==> src/rtl/exe_muldiv_ctrl_if.sv <==
// exe_muldiv_ctrl_if
//   Handshake/result bundle between the EXE stage and the iterative
//   multiply/divide sequencer.
//   Ports (signals):
//     start, op[1:0], a, b         EXE -> sequencer request and operands
//     ready, stall, busy, done     sequencer status back to the pipeline
//     hi, lo, dbz                  results and divide-by-zero flag
//   Modports: master (EXE side), slave (sequencer side).
interface exe_muldiv_ctrl_if #(
   parameter int unsigned WIDTH = 32
);
   logic             start;
   logic [1:0]       op;
   logic [WIDTH-1:0] a;
   logic [WIDTH-1:0] b;
   logic             ready;
   logic             stall;
   logic             busy;
   logic             done;
   logic [WIDTH-1:0] hi;
   logic [WIDTH-1:0] lo;
   logic             dbz;

   modport master (
      output start, op, a, b,
      input  ready, stall, busy, done, hi, lo, dbz
   );

   modport slave (
      input  start, op, a, b,
      output ready, stall, busy, done, hi, lo, dbz
   );
endinterface

==> src/rtl/exe_muldiv_ctrl.sv <==
// exe_muldiv_ctrl
//   Sequencer for a shared iterative multiply/divide unit beside the EXE ALU.
//   Radix-2 shift-add multiply and restoring divide, one iteration per cycle,
//   with a final sign-fix cycle for the signed operations.
//   Ports:
//     clk   rising-edge clock
//     rst   synchronous active-high reset
//     bus   exe_muldiv_ctrl_if.slave: start/op/a/b in; ready/stall/busy/
//           done/hi/lo/dbz out.
//   op: 00 MULTU, 01 MULT, 10 DIVU, 11 DIV.
//   Optional build macro MULDIV_EARLY_OUT_EN: zero-operand multiplies and
//   divides with |a| < |b| skip the iteration loop (results unchanged).
module exe_muldiv_ctrl #(
   parameter int unsigned WIDTH = 32,
   parameter int unsigned CNT_W = 6
) (
   input logic              clk,
   input logic              rst,
   exe_muldiv_ctrl_if.slave bus
);

   typedef enum logic [1:0] {
      S_IDLE,
      S_CALC,
      S_FIX,
      S_DONE
   } state_t;

   localparam logic [CNT_W-1:0] LAST = CNT_W'(WIDTH - 1);

   state_t             state;
   logic [CNT_W-1:0]   cnt;
   logic [1:0]         op_q;
   logic               sa_q;
   logic               sb_q;
   logic               zdiv_q;
   logic [WIDTH-1:0]   opnd_q;    // multiplicand or divisor magnitude
   logic [2*WIDTH:0]   acc;       // mul: {carry,hi,lo}; div: {0,rem,quo}
   logic [WIDTH-1:0]   hi_q;
   logic [WIDTH-1:0]   lo_q;
   logic               ready_q;
   logic               busy_q;
   logic               done_q;
   logic               dbz_q;

   logic               accept;
   logic               is_div;
   logic               is_sgn;
   logic               b_zero;
   logic               early;
   logic               skip;
   logic [WIDTH-1:0]   a_abs;
   logic [WIDTH-1:0]   b_abs;
   logic [2*WIDTH:0]   acc_init;
   logic [WIDTH-1:0]   opnd_init;

   logic [WIDTH:0]     mul_sum;
   logic [2*WIDTH:0]   mul_next;
   logic [WIDTH:0]     rem_sh;
   logic [WIDTH+1:0]   div_diff;
   logic [2*WIDTH:0]   div_next;

   logic [2*WIDTH-1:0] prod;
   logic [2*WIDTH-1:0] prod_fix;
   logic [WIDTH-1:0]   quo_fix;
   logic [WIDTH-1:0]   rem_fix;
   logic [WIDTH-1:0]   fix_hi;
   logic [WIDTH-1:0]   fix_lo;

   // ---------------- accept-side operand preparation ----------------
   always_comb begin
      accept = bus.start & ((state == S_IDLE) | (state == S_DONE));
      is_div = bus.op[1];
      is_sgn = bus.op[0];
      a_abs  = (is_sgn & bus.a[WIDTH-1]) ? (-bus.a) : bus.a;
      b_abs  = (is_sgn & bus.b[WIDTH-1]) ? (-bus.b) : bus.b;
      b_zero = (bus.b == '0);
`ifdef MULDIV_EARLY_OUT_EN
      early  = is_div ? (!b_zero && (a_abs < b_abs))
                      : ((bus.a == '0) || (bus.b == '0));
`else
      early  = 1'b0;
`endif
      skip      = (is_div & b_zero) | early;
      opnd_init = is_div ? b_abs : a_abs;

      // Divide by zero preloads the fixed result so FIX just passes it on
      if (is_div & b_zero)
         acc_init = {1'b0, bus.a, {WIDTH{1'b1}}};
      else if (early & is_div)
         acc_init = {1'b0, a_abs, {WIDTH{1'b0}}};
      else if (early)
         acc_init = '0;
      else
         acc_init = {1'b0, {WIDTH{1'b0}}, is_div ? a_abs : b_abs};
   end

   // ---------------- one iteration of each algorithm ----------------
   always_comb begin
      mul_sum  = acc[0] ? (acc[2*WIDTH:WIDTH] + {1'b0, opnd_q})
                        : acc[2*WIDTH:WIDTH];
      mul_next = {1'b0, mul_sum, acc[WIDTH-1:1]};

      // {rem,quo} << 1, then trial subtract; sign of the extended diff
      // tells whether the divisor fits
      rem_sh   = acc[2*WIDTH-1:WIDTH-1];
      div_diff = {1'b0, rem_sh} - {2'b00, opnd_q};
      if (div_diff[WIDTH+1])
         div_next = {1'b0, rem_sh[WIDTH-1:0], acc[WIDTH-2:0], 1'b0};
      else
         div_next = {1'b0, div_diff[WIDTH-1:0], acc[WIDTH-2:0], 1'b1};
   end

   // ---------------- sign fix applied on the FIX cycle ----------------
   always_comb begin
      prod     = acc[2*WIDTH-1:0];
      prod_fix = (sa_q ^ sb_q) ? (-prod) : prod;
      quo_fix  = (sa_q ^ sb_q) ? (-acc[WIDTH-1:0]) : acc[WIDTH-1:0];
      rem_fix  = sa_q ? (-acc[2*WIDTH-1:WIDTH]) : acc[2*WIDTH-1:WIDTH];
      fix_hi   = prod_fix[2*WIDTH-1:WIDTH];
      fix_lo   = prod_fix[WIDTH-1:0];
      if (op_q[1]) begin
         if (zdiv_q) begin
            fix_hi = acc[2*WIDTH-1:WIDTH];
            fix_lo = acc[WIDTH-1:0];
         end else begin
            fix_hi = rem_fix;
            fix_lo = quo_fix;
         end
      end
   end

   // ---------------- sequencer ----------------
   always_ff @(posedge clk) begin
      if (rst) begin
         state   <= S_IDLE;
         cnt     <= '0;
         op_q    <= '0;
         sa_q    <= 1'b0;
         sb_q    <= 1'b0;
         zdiv_q  <= 1'b0;
         opnd_q  <= '0;
         acc     <= '0;
         hi_q    <= '0;
         lo_q    <= '0;
         ready_q <= 1'b1;
         busy_q  <= 1'b0;
         done_q  <= 1'b0;
         dbz_q   <= 1'b0;
      end else begin
         done_q <= 1'b0;
         unique case (state)
            S_IDLE, S_DONE: begin
               if (accept) begin
                  op_q    <= bus.op;
                  sa_q    <= is_sgn & bus.a[WIDTH-1];
                  sb_q    <= is_sgn & bus.b[WIDTH-1];
                  zdiv_q  <= is_div & b_zero;
                  opnd_q  <= opnd_init;
                  acc     <= acc_init;
                  cnt     <= '0;
                  dbz_q   <= 1'b0;
                  ready_q <= 1'b0;
                  busy_q  <= 1'b1;
                  state   <= skip ? S_FIX : S_CALC;
               end else begin
                  ready_q <= 1'b1;
                  busy_q  <= 1'b0;
                  state   <= S_IDLE;
               end
            end
            S_CALC: begin
               acc <= op_q[1] ? div_next : mul_next;
               cnt <= cnt + 1'b1;
               if (cnt == LAST)
                  state <= S_FIX;
            end
            S_FIX: begin
               hi_q   <= fix_hi;
               lo_q   <= fix_lo;
               dbz_q  <= zdiv_q;
               done_q <= 1'b1;
               busy_q <= 1'b0;
               state  <= S_DONE;
            end
            default: begin
               ready_q <= 1'b1;
               busy_q  <= 1'b0;
               state   <= S_IDLE;
            end
         endcase
      end
   end

   assign bus.ready = ready_q;
   assign bus.busy  = busy_q;
   assign bus.stall = (bus.start & ready_q) | busy_q;
   assign bus.done  = done_q;
   assign bus.hi    = hi_q;
   assign bus.lo    = lo_q;
   assign bus.dbz   = dbz_q;

endmodule

==> src/flat_wrapper.sv <==
// flat-port wrapper written by rule: the top's interface ports become plain ports
module exe_muldiv_ctrl_flat 
#(
   parameter int unsigned WIDTH = 32,
   parameter int unsigned CNT_W = 6
)
  (clk, rst, bus_start, bus_op, bus_a, bus_b, bus_ready, bus_stall, bus_busy, bus_done, bus_hi, bus_lo, bus_dbz);
  exe_muldiv_ctrl_if #(.WIDTH(WIDTH)) bus_i ();
  input logic clk;
  input logic rst;
  input wire logic [$bits(bus_i.start)-1:0] bus_start;
  input wire logic [$bits(bus_i.op)-1:0] bus_op;
  input wire logic [$bits(bus_i.a)-1:0] bus_a;
  input wire logic [$bits(bus_i.b)-1:0] bus_b;
  output wire logic [$bits(bus_i.ready)-1:0] bus_ready;
  output wire logic [$bits(bus_i.stall)-1:0] bus_stall;
  output wire logic [$bits(bus_i.busy)-1:0] bus_busy;
  output wire logic [$bits(bus_i.done)-1:0] bus_done;
  output wire logic [$bits(bus_i.hi)-1:0] bus_hi;
  output wire logic [$bits(bus_i.lo)-1:0] bus_lo;
  output wire logic [$bits(bus_i.dbz)-1:0] bus_dbz;
  assign bus_i.start = bus_start;
  assign bus_i.op = bus_op;
  assign bus_i.a = bus_a;
  assign bus_i.b = bus_b;
  assign bus_ready = bus_i.ready;
  assign bus_stall = bus_i.stall;
  assign bus_busy = bus_i.busy;
  assign bus_done = bus_i.done;
  assign bus_hi = bus_i.hi;
  assign bus_lo = bus_i.lo;
  assign bus_dbz = bus_i.dbz;
  exe_muldiv_ctrl #(.WIDTH(WIDTH), .CNT_W(CNT_W)) u_core (.clk(clk), .rst(rst), .bus(bus_i));
endmodule
==> config.mk <==
export PLATFORM = sky130hd
export DESIGN_NAME = exe_muldiv_ctrl_flat
export DESIGN_NICKNAME = d
export VERILOG_FILES = /design/src/rtl/exe_muldiv_ctrl_if.sv /design/src/rtl/exe_muldiv_ctrl.sv /design/src/flat_wrapper.sv
export SDC_FILE = /design/constraint.sdc
export NUM_CORES = 1
export LEC_CHECK = 0
export CORE_MARGIN = 8
export CORE_UTILIZATION = 35
export DETAILED_ROUTE_END_ITERATION = 8
export PLACE_DENSITY = 0.56
export RECOVER_POWER = 25
export SYNTH_ARGS = -nofsm -noshare
export SYNTH_HDL_FRONTEND = slang
export SYNTH_SLANG_ARGS = --single-unit
export TNS_END_PERCENT = 50
==> constraint.sdc <==
create_clock -name clk -period 5.2 [get_ports clk]
set_input_delay 1.56 -clock clk [delete_from_list [all_inputs] [get_ports clk]]
set_output_delay 1.56 -clock clk [all_outputs]
set_load 0.01 [all_outputs]
Yosys cells after proc, flatten, opt, wreduce, memory -nomap -nowiden
Index checks and enable logic that the tools add are counted.
{"block": "op_classes", "add_sub_neg": 8, "eq_ne": 6, "muxes": 29, "bitwise_logic": 8, "reduce_logical": 8}
{"op": "$mux 32", "count": 10}
{"op": "$mux 64", "count": 4}
{"op": "$pmux 65 s2", "count": 1}
{"op": "$neg 32->32", "count": 4}
{"op": "$mux 65", "count": 1}
{"op": "$neg 64->64", "count": 1}
{"op": "$sub 33x32->34", "count": 1}
{"op": "$add 33x32->33", "count": 1}
{"op": "$mux 33", "count": 1}
{"op": "$logic_not 32->1", "count": 1}
{"op": "$pmux 6 s2", "count": 1}
{"op": "$add 6x1->6 const B", "count": 1}
{"op": "$eq 6x5->1 const B", "count": 1}
{"op": "$mux 2", "count": 3}
{"op": "$mux 6", "count": 1}
{"op": "$pmux 2 s3", "count": 1}
{"op": "$reduce_and 2->1", "count": 3}
{"op": "$and 1x1->1", "count": 5}
{"op": "$eq 2x2->1 const B", "count": 2}
{"op": "$mux 1", "count": 4}
{"op": "$ne 2x1->1 const B", "count": 2}
{"op": "$pmux 1 s2", "count": 2}
{"op": "$reduce_bool 2->1", "count": 2}
{"op": "$eq 2x1->1 const B", "count": 1}
{"op": "4 further kinds", "count": 5}
{"block": "totals", "ff_bits": 178, "input_bits": 69, "out_inout_bits": 69, "word_cells": 73}

Longest topological paths before layout
{"block": "logic_depth", "word_depth": 6, "depth_mapped": 15, "ltp_nobuf": 12}

Worst setup path before layout
OpenSTA, ideal clock, no wires.
{"block": "synth_path", "path_kind": "input to register", "start": "input port bus_b[13]", "end": "register u_core.acc[48]", "t_arrival_ps": 3996, "required_time_ps": 5109, "path_slack_ps": 1113, "path_stages": 9, "n_path_buf": 2, "path_cell_list": "or4_1 or4_4 nor4_2 and4b_1 and2_2 buf_4 buf_4 a22oi_1 a311oi_1"}
{"block": "synth_via", "elab_chain_cells": 5}
{"item": "from (decl)", "line": "flat_wrapper.sv:14", "source": "input wire logic [$bits(bus_i.b)-1:0] bus_b;"}
{"item": "$logic_not 32->1", "line": "exe_muldiv_ctrl.sv:77", "source": "b_zero = (bus.b == '0);"}
{"item": "$and 1x1->1", "line": "exe_muldiv_ctrl.sv:88", "source": "if (is_div & b_zero)"}
{"item": "$mux 64", "line": "exe_muldiv_ctrl.sv:88"}
{"item": "$mux 65", "line": "exe_muldiv_ctrl.sv:154", "source": "if (accept) begin"}
{"item": "$pmux 65 s2", "line": "exe_muldiv_ctrl.sv:152", "source": "unique case (state)"}
{"item": "to (signal assigned)", "line": "exe_muldiv_ctrl.sv:160", "source": "acc <= acc_init;"}
{"item": "to (signal assigned)", "line": "exe_muldiv_ctrl.sv:173", "source": "acc <= op_q[1] ? div_next : mul_next;"}
{"item": "to (decl)", "line": "exe_muldiv_ctrl.sv:38", "source": "logic [2*WIDTH:0] acc;"}
Every way passes these cells. The select of a mux whose other input is x is not followed.
A chain may end at the register's enable or synchronous reset.

Worst setup path in the final report
Ends and elaborated chain as after synthesis.

==> key figures <==
Worst setup path
  • Arrival time worst endpoint: approximately 4.8 ns
  • Kind of critical path: primary input to flop
  • CP required: ~5.5 ns
  • Worst setup EP type: flop
  • Crit-path max FO: 12
  • R2R setup slack: approximately 1.2 ns
  • Critical Path Start Type: primary input

Clock tree
  • H-tree lvl count: 4
  • Clock Path Buffers: 2
  • TritonCTS clock tree: yes
  • Sink Count: around 180
  • Worst-Skew Late Latency: approximately 0.46 ns
  • Reg clk slew, reported paths: around 0.080 ns
  • Resized cells post-CTS: 0
  • Post-CTS Setup Bufs: 0
  • Clock buffer count from CTS: 17
  • Clock Root Buffer: clkbuf_16
  • Hold buffer count at CTS: 0

Global routing
  • Largest net degree at the start of global routing: 95
  • Total congestion overflow: 0
  • Vias in the first global route: about 15,000
  • Global-route wire length before repair: about 90,000 um
  • Total global-route track usage: 22.9%
  • Initial antenna violation count: 1

Synth
  • Avg Cell Area, Syn: roughly 7.4 um^2
  • Post-synthesis net count: ~2,100
  • Cell Area, Synth: 0.0148 mm^2
  • Number of flops mapped to enable cells by yosys: 0
  • Distinct cells, synth: 81
  • Top FF cell, synth: dfxtp_1
  • Post-synthesis sequential area ratio: about a quarter
  • Async SR Flop Fraction: 0%
  • Ys Warns: 0
  • Flops & latches, synth: 176
  • Gate count after technology mapping: around 2,000

Floorplanning
  • Die ar.: 0.0491 mm^2
  • Die Height: around 220 um
  • I/O pin count: about 140
  • Initial core utilization: a little over a third
  • Die width: between 200 and 250 um
  • Core Rows: 75
  • Core area: ~0.042 mm^2

Route
  • Drt wl/cell: around 22 um
  • DR DRC count: 0
  • Drt initial violations: 1,463
  • Detailed-route vias per instance: slightly below 6
  • DRT Wirelength: about 58,000 um
  • First-pass DRT Iterations: 6
  • Via count: 15,439
  • DRT antenna net count: 0

Placed design
  • DPL Wire Length: about 45,000 um
  • Number of I/O port buffers: approximately 140
  • RD Place Congestion: 0.926
  • Place WS: between 0.3 and 0.4 ns
  • Area post-placement: 0.0167 mm^2

Worst hold path
  • Hold crit path type: flop to flop

Run status
  • Failing checks: capacitance limit, slew limit
  • Status: finished with violations

Power and ir drop
  • Power Total: approximately 12 mW
  • Worst vdd ir: between 0.3 and 0.4 mV
  • Comb pwr share: between 60% and 70%
  • Share of power burned in registers: around a fifth
  • Lkg Pwr: about 6.5 nW
  • Psw: between 6 and 7 mW
  • Clock network power share: between 10% and 20%
  • P per Cell Area: ~680 mW/mm^2
  • Sw Ratio: a little over half
  • Int Pwr: approximately 5.6 mW

STA
  • Fmax: between 200 and 250 MHz
  • Worst hold slack: 0.476 ns
  • Slew HR: -51.0%
  • Final Skew: about 0.015 ns
  • Final hold viol count: 0
  • Setup violators final: 0
  • Slew Viols, Final: about 130
  • Total negative slack: 0 ns
  • Actual slew at the worst max-slew pin: between 2 and 2.5 ns
  • Crit path time final: around 4.5 ns
  • Worst setup margin: 0.746 ns
  • RSZ-0062 raised after global routing: no
  • Ratio of final minimum period to clock period: between 80 and 90%

Finish
  • Final Cell Area: between 0.015 and 0.02 mm^2
  • Fillers: ~4,300
  • P&R area growth vs syn: 16.5%
  • Share of cells above drive strength 1: just over 6%
  • Fin nets: approximately 2,200

Flow run
  • Max-cap violation count: 2
[critical path, cell delays in order]
cell,delay [ns]
clkdlybuf4s50_1,0.48
or4_1,0.61
or4_4,0.47
nor4_2,0.26
and4b_1,0.38
and2_2,0.36
buf_4,0.24
a22oi_1,0.10
a311oi_1,0.31
[registers in the layout, summed over array words and instances, names as in the netlist]
signal	count
u_core.bus.hi	32
u_core.bus.done	1
u_core.bus.ready	1
u_core.cnt	6
u_core.acc	64
u_core.sa_q	1
u_core.bus.lo	32
u_core.op_q	1
u_core.opnd_q	32
u_core.bus.dbz	1
u_core.zdiv_q	1
u_core.state	2
u_core.sb_q	1
u_core.bus.busy	1
[synthesized netlist by cell type (7+ instances only)]
cell / instances / share of area, %
clkbuf_1: 122 / 3.1
xnor2_1: 97 / 5.7
or3_1: 23 / 0.97
nor3_1: 54 / 1.8
ha_1: 72 / 6.1
o21a_1: 12 / 0.61
nand4_1: 13 / 0.55
buf_1: 8 / 0.20
nor4_1: 22 / 0.93
or4_1: 12 / 0.61
o211ai_1: 18 / 0.91
nand2b_1: 13 / 0.55
a21o_1: 41 / 2.1
o31ai_1: 18 / 0.91
a31oi_1: 26 / 1.1
mux2_2: 13 / 0.99
and3_1: 11 / 0.47
o21bai_1: 9 / 0.46
o41ai_1: 10 / 0.59
a22oi_1: 7 / 0.36
and2_1: 17 / 0.72
inv_1: 60 / 1.5
mux2i_1: 61 / 4.1
buf_2: 9 / 0.30
nor2_1: 235 / 6.0
xor2_1: 71 / 4.2
a311oi_1: 14 / 0.83
nor2b_1: 8 / 0.34
dfxtp_1: 176 / 24
nand2_1: 163 / 4.1
o21ai_0: 128 / 4.3
a221o_1: 12 / 0.81
a211oi_1: 87 / 4.4
a21oi_1: 201 / 6.8
or2_2: 9 / 0.38
a221oi_1: 34 / 2.0
nand3_1: 32 / 1.1
[placed cells by master, fill, tap and decap left out, drive strengths merged, types with 21 or more instances in the layout]
| cell | instances |
|---|---|
| dfxtp | 176 |
| clkbuf | 21 |
| a21o | 41 |
| nor3 | 55 |
| nor4 | 25 |
| mux2i | 61 |
| nand3 | 32 |
| nor2 | 236 |
| xnor2 | 97 |
| a21oi | 201 |
| or3 | 23 |
| buf | 49 |
| a211oi | 87 |
| nand2 | 163 |
| dlygate4sd3 | 22 |
| o21ai | 133 |
| a31oi | 26 |
| xor2 | 71 |
| ha | 72 |
| a221oi | 34 |
| inv | 67 |
| clkdlybuf4s50 | 113 |
[layer usage]
layer | share of wire, % | global-route usage, % | wire (um) | vias to the layer above
met5 | 0 | 0 | 0 | -
met4 | 3.2 | 8.30 | 1840 | 0
met3 | 6.9 | 3.62 | 4010 | 78
met2 | 44 | 35.7 | 25500 | 593
met1 | 46 | 31.6 | 26900 | 7313
li1 | - | - | - | 7455
[power by group through the flow]
stage	Sequential (mW)	Clock [mW]	Combinational [mW]
after detailed placement	2.42	0	7.85
final	2.40	1.33	8.01
after CTS	2.39	1.36	7.91
after global routing	2.45	1.41	8.74
after floorplan	2.23	0	5.47
after global placement	2.41	0	7.84
[per-stage QoR]
step / utilization [%] / std cells
floorplan: - / 2000
global placement: 39.8 / 2581
detailed placement: 39.8 / 2581
CTS: 41.2 / 2613
global route: 41.2 / 2614
finish: 41.2 / 2614
[final cells by class]
| cell class | count | area (um^2) | area share [%] |
|---|---|---|---|
| Clock inverter | 15 | 170 | 0.987 |
| Tap cell | 539 | 674 | 3.91 |
| Antenna cell | 1 | 2.50 | 0.0145 |
| Clock buffer | 17 | 425 | 2.47 |
| Inverter | 61 | 229 | 1.33 |
| Timing Repair Buffer | 188 | 1730 | 10.1 |
| Multi-Input combinational cell | 1617 | 10500 | 60.8 |
| Sequential cell | 176 | 3530 | 20.5 |
[logic make-up (layout without fill, tap and decap cells)]
logic type      after synthesis  count (layout)  share of synthesized area (%)
flops                       176             176                           23.8
simple gates                636             636                           20.2
other cells                   0               1                              0
buf+inv                     207             281                           5.52
fa+ha+maj                    74              74                           6.36
compound gates              665             665                           29.1
mux                          74              74                           5.12
xor+xnor                    168             168                           9.95
[final timing paths]
path	from	endpoint	depth (start not counted)
min reg2reg	u_core.sb_q$_SDFFE_PP0P_	u_core.sb_q$_SDFFE_PP0P_	2
min	u_core.sb_q$_SDFFE_PP0P_	u_core.sb_q$_SDFFE_PP0P_	2
max reg2reg	u_core.acc[37]$_SDFFE_PP0P_	u_core.acc[40]$_SDFFE_PP0P_	11
max	bus_b[13]	u_core.acc[48]$_SDFFE_PP0P_	9
Power figures use the tool's default switching activity.
